===== config.mk =====
export PLATFORM = sky130hd
export DESIGN_NAME = uinst_sequencer
export DESIGN_NICKNAME = d
export VERILOG_FILES = /design/src/rtl/uinst_sequencer.sv
export SDC_FILE = /design/constraint.sdc
export NUM_CORES = 1
export LEC_CHECK = 0
export ABC_CLOCK_PERIOD_IN_PS = 6100
export BUFFER_PORTS_ARGS = -buffer_cell sky130_fd_sc_hd__buf_2
export CAP_MARGIN = 20
export CORE_MARGIN = 4
export CORE_UTILIZATION = 48
export CTS_CLUSTER_SIZE = 24
export DETAILED_ROUTE_END_ITERATION = 7
export GPL_TIMING_DRIVEN = 0
export PLACE_DENSITY = 0.86
export SKIP_LAST_GASP = 1
export SYNTH_ARGS = -nofsm -noshare
export SYNTH_HDL_FRONTEND = slang
export SYNTH_SLANG_ARGS = --single-unit

===== constraint.sdc =====
create_clock -name CLK -period 6.1 [get_ports CLK]
set_input_delay 0.915 -clock CLK [delete_from_list [all_inputs] [get_ports CLK]]
set_output_delay 0.915 -clock CLK [all_outputs]
set_load 0.02 [all_outputs]

===== src/rtl/uinst_sequencer.sv =====
// uinst_sequencer: micro-sequencer / fetch stage ahead of the micro-instruction pipeline register.
//
// Holds the micro-PC, addresses a registered control-store ROM, splits the returned
// micro-word into fields and presents them with a load enable (EN) to the pipeline
// register. The next micro-address is selected from the M/T fields and FLAG. A
// one-cycle bubble is inserted when the word reads the register written by the
// previously issued word. An external stall freezes issue.
//
// Ports:
//   CLK, nRESET        clock (rising edge), asynchronous active-low reset
//   START              begin execution at RESET_UPC (honoured only in IDLE or HALT)
//   STALL              freeze issue while in ISSUE
//   FLAG               branch condition for M=10, sampled in the ISSUE cycle
//   CS_ADDR / CS_DATA  control-store address (= uPC) and word (valid one cycle later)
//   busA/B/C_out, ALUC_out, SH_out, KMx_out, T_out, M_out   fields to pipeline register
//   EN                 pipeline register load enable
//   HALTED             high while halted

module uinst_sequencer #(
    parameter int unsigned      UPC_W     = 7,
    parameter logic [UPC_W-1:0] RESET_UPC = '0,
    parameter logic [5:0]       NOREG     = 6'b111111
) (
    input  logic                CLK,
    input  logic                nRESET,
    input  logic                START,
    input  logic                STALL,
    input  logic                FLAG,
    output logic [UPC_W-1:0]    CS_ADDR,
    input  logic [UPC_W+26:0]   CS_DATA,
    output logic [5:0]          busA_out,
    output logic [5:0]          busB_out,
    output logic [5:0]          busC_out,
    output logic [3:0]          ALUC_out,
    output logic [1:0]          SH_out,
    output logic                KMx_out,
    output logic [UPC_W-1:0]    T_out,
    output logic [1:0]          M_out,
    output logic                EN,
    output logic                HALTED
);

    typedef enum logic [1:0] {
        StIdle,
        StFetch,
        StIssue,
        StHalt
    } state_e;

    state_e           state_q, state_d;
    logic [UPC_W-1:0] upc_q, upc_d;
    logic [5:0]       last_busc_q, last_busc_d;

    // Micro-word field decode; T width tracks UPC_W, everything above it shifts with it.
    logic [5:0]       f_busa, f_busb, f_busc;
    logic [3:0]       f_aluc;
    logic [1:0]       f_sh;
    logic             f_kmx;
    logic [UPC_W-1:0] f_t;
    logic [1:0]       f_m;

    assign f_m    = CS_DATA[1:0];
    assign f_t    = CS_DATA[UPC_W+1:2];
    assign f_kmx  = CS_DATA[UPC_W+2];
    assign f_sh   = CS_DATA[UPC_W+4:UPC_W+3];
    assign f_aluc = CS_DATA[UPC_W+8:UPC_W+5];
    assign f_busc = CS_DATA[UPC_W+14:UPC_W+9];
    assign f_busb = CS_DATA[UPC_W+20:UPC_W+15];
    assign f_busa = CS_DATA[UPC_W+26:UPC_W+21];

    logic             hazard;
    logic [UPC_W-1:0] upc_inc;

    // RAW: current word reads the register the previous live issue writes.
    assign hazard  = (last_busc_q != NOREG) && ((f_busa == last_busc_q) || (f_busb == last_busc_q));
    assign upc_inc = upc_q + UPC_W'(1);

    assign CS_ADDR = upc_q;

    always_ff @(posedge CLK or negedge nRESET) begin
        if (!nRESET) begin
            state_q     <= StIdle;
            upc_q       <= RESET_UPC;
            last_busc_q <= NOREG;
        end else begin
            state_q     <= state_d;
            upc_q       <= upc_d;
            last_busc_q <= last_busc_d;
        end
    end

    // Outputs are decoded from the registered state, so an asynchronous reset forces
    // EN low and bubble fields without waiting for a clock edge.
    always_comb begin
        state_d     = state_q;
        upc_d       = upc_q;
        last_busc_d = last_busc_q;
        EN          = 1'b0;
        HALTED      = 1'b0;
        busA_out    = NOREG;
        busB_out    = NOREG;
        busC_out    = NOREG;
        ALUC_out    = 4'd0;
        SH_out      = 2'd0;
        KMx_out     = 1'b0;
        T_out       = '0;
        M_out       = 2'd0;

        unique case (state_q)
            StIdle: begin
                if (START) begin
                    state_d     = StFetch;
                    upc_d       = RESET_UPC;
                    last_busc_d = NOREG;
                end
            end

            StFetch: begin
                state_d = StIssue;
            end

            StIssue: begin
                if (!STALL) begin
                    EN = 1'b1;
                    if (hazard) begin
                        // Bubble: uPC held so the same word is re-presented next cycle.
                        last_busc_d = NOREG;
                    end else begin
                        busA_out    = f_busa;
                        busB_out    = f_busb;
                        busC_out    = f_busc;
                        ALUC_out    = f_aluc;
                        SH_out      = f_sh;
                        KMx_out     = f_kmx;
                        T_out       = f_t;
                        M_out       = f_m;
                        last_busc_d = f_busc;
                        state_d     = StFetch;
                        unique case (f_m)
                            2'b00: upc_d = upc_inc;
                            2'b01: upc_d = f_t;
                            2'b10: upc_d = FLAG ? f_t : upc_inc;
                            2'b11: state_d = StHalt;
                            default: state_d = StHalt;
                        endcase
                    end
                end
            end

            StHalt: begin
                HALTED = 1'b1;
                if (START) begin
                    state_d     = StFetch;
                    upc_d       = RESET_UPC;
                    last_busc_d = NOREG;
                end
            end

            default: begin
                state_d = StIdle;
            end
        endcase
    end

endmodule


==> key figures <==
Synth
  • Post-synthesis net count: 222
  • Ys Warns: 0
  • Yosys reg bits: 15
  • Cells after Synth: 175
  • Syn avg cell area: 8.46 um^2
  • Number of synthesized flops with an enable pin: 0
  • Mapped Area: ~0.0015 mm^2
  • Ys flop type: dfrtp_1
  • Asr flop ratio synth: 100%
  • Share of the yosys chip area belonging to registers: 25.9%
  • Synth cell types: 37

Clocking
  • CTS tree: yes
  • Root buf cell: clkbuf_4
  • Clock-pin transition on the worst setup and hold timing paths: 0.09 ns
  • H-Tree Depth: 1
  • Later-pin clock latency in the skew report: slightly below 0.3 ns
  • CTS Sinks: 15
  • Maximum buffer depth of the clock tree: 2
  • Hold-fix buffers, CTS: 0
  • Post-CTS sizing: 0
  • TritonCTS buffer count: 3
  • Postcts setup bufs: 0

Cells and area
  • ANT cells: 0
  • Share of cells above drive strength 1: 36.9%
  • Layout Utilization: 68.4%
  • Final Cell Area: around 0.0020 mm^2
  • Area delta synth->final: 31.8%
  • Commonest non-fill, non-tap cell in the layout: buf_2
  • Non-Filler Instances: 291
  • Fill cells: 264
  • Most frequent cells in the layout: buf_2 (83), nor2_1 (20), nand2b_1 (20)
  • Nets: 308

Detailed routing
  • # DRC: 0
  • Routed Wire Length: 3780 um
  • Drt pass-1 iters: 5
  • Via Count: between 1500 and 2000
  • Initial DRC count: 77
  • Routed vias/inst: 5.39
  • M1 WL: 1490 um
  • Top sig layer: met4
  • Met3 WL: between 200 and 300 um
  • Antenna-violating nets left: 0
  • Wire per inst: 13.0 um
  • Met2 wire len: 1980 um

Critical path
  • Worst r2r src: state_q[0]
  • Crit start category: input port
  • Cell repeated most along the worst path: buf_2
  • Critical Path AT: 2.69 ns
  • Crit end category: output pin
  • Worst R2R End: CS_ADDR[0]
  • Critical-path cell list: buf_2 > xnor2_1 > nand4_1 > nor4_4 > nor3b_2 > clkbuf_1 > and2_1 > buf_2
  • Crit path max fanout: 10
  • Worst path max stage delay: 0.65 ns
  • Critical setup path kind: input port to output pin
  • FF-to-FF path depth: 6
  • WP data required: a little over 5 ns
  • R2R setup slack: 3.87 ns
  • Slowest CP cell: nor4_4

Power and ir drop
  • P per Cell Area: 400 mW/mm^2
  • Net Switching: around 0.41 mW
  • Leakage: 0.955 nW
  • Worst vdd ir: 0.000247 V
  • Sw frac: 52.0%
  • Flop pwr share: around a quarter
  • Internal power: 0.374 mW
  • Comb power frac: between 60% and 70%
  • Clock share of power: 7.4%

STA
  • RSZ-0062 raised after global routing: no
  • Max Clock Freq: 277 MHz
  • Final Hold Fails: 0
  • Tcrit/Tclk final: 59.1%
  • Setup tns final: 0 ns
  • Max-slew violations: 0
  • Max_slew headroom: between 50% and 60%
  • Fin crit period: 3.61 ns
  • Worst-Margin Slew: 0.673 ns
  • Hold Slack: about 0.51 ns
  • Layout Skew: a little over 0.0008 ns
  • Final setup fails: 0

Placed design
  • Placed Cells: approximately 290
  • Placed instance area: 0.00192 mm^2
  • Port Buf Inserts: 81
  • Placer Congestion: between 0.8 and 0.9
  • HPWL after DPL: 3200 um

GRT
  • Initial antenna violation count: 0
  • Vias in the first global route: about 1500
  • GRT Util Overall: around a fifth
  • Gr ovfl total: 0
  • Largest net degree at the start of global routing: 16
  • First-pass GRT wire length: 6780 um

Die
  • Std-Cell Rows: 19
  • Core area: 0.00285 mm^2
  • Initial Util: 51.9%
  • Die width: around 64 um
  • Full die area: 0.00404 mm^2
  • Total I/O pin count: 82
  • Die height: 63.5 um

Status
  • Status: complete, no violations

Flow run
  • Maximum Capacitance Violations: 0

Min path
  • Min-Delay Path Class: input port to async pin
## flip-flops by register name, summed over array words and instances, names as in the netlist
register,flops
CS_ADDR,7
last_busc_q,6
state_q,2
## critical path, delay by kind of cell
family / cells / cell delay, ns
AND/OR/NAND/NOR: 4 / 1.14
XOR/XNOR: 1 / 0.13
buffers and inverters: 3 / 0.49
## through the flow
step           total power, mW  worst slack (ns)
3_3_place_gp             0.718              2.52
3_5_place_dp             0.727              2.45
6_report                 0.780              2.49
2_1_floorplan            0.588              2.94
4_1_cts                  0.786              2.45
5_1_grt                  0.859              2.28
## logic make-up (layout without fill, tap and decap cells)
group / after synthesis / after routing / synth area share [%]
multiplexers: 4 / 4 / 3.04
flip-flops: 15 / 15 / 25.9
buffers and inverters: 13 / 98 / 3.47
AO/OA/AOI/OAI: 36 / 36 / 18.7
adder cells (fa/ha/maj): 8 / 8 / 6.76
XOR/XNOR: 14 / 14 / 8.28
AND/OR/NAND/NOR: 85 / 85 / 33.9
## final cells by class
class / instances / area [um^2] / area share (%)
flip-flops and latches: 15 / 383 / 19.6
plain buffers: 8 / 32.5 / 1.67
multi-input cells: 147 / 1050 / 53.6
inverters: 5 / 18.8 / 0.962
clock buffers: 4 / 26.3 / 1.35
repair buffers: 81 / 405 / 20.8
well taps: 31 / 38.8 / 1.99
## cell usage after synthesis, types with 5 or more instances
cell type | count | share of area (%)
ha_1 | 8 | 6.8
nor2_1 | 20 | 5.1
nand2b_1 | 20 | 8.5
dfrtp_1 | 9 | 15
dfstp_2 | 6 | 11
inv_1 | 5 | 1.3
a21oi_1 | 7 | 2.4
xnor2_1 | 10 | 5.9
clkbuf_1 | 6 | 1.5
and2_1 | 19 | 8.0
## layer usage
metal | track usage (%) | up-vias
li1 | - | 786
met1 | 23.6 | 720
met2 | 35.7 | 58
met3 | 5.51 | 5
met4 | 4.04 | 0
met5 | 0 | -
## power groups by stage
stage          clock network [mW]  logic [mW]  registers, mW
3_5_place_dp                    0       0.519          0.208
2_1_floorplan                   0       0.372          0.215
4_1_cts                    0.0585       0.521          0.206
5_1_grt                    0.0621       0.581          0.215
3_3_place_gp                    0       0.511          0.207
6_report                   0.0577       0.515          0.207
## worst max path at each step
stage / start / endpoint / slack (ns)
floorplan: CS_DATA[23] / busA_out[0] / 2.94
global placement: CS_DATA[23] / T_out[1] / 2.52
detailed placement: CS_DATA[23] / T_out[0] / 2.45
CTS: CS_DATA[23] / T_out[0] / 2.45
global route: CS_DATA[30] / T_out[1] / 2.28
finish: CS_DATA[33] / T_out[0] / 2.49
Note: power is estimated with default switching activity, not from simulation.
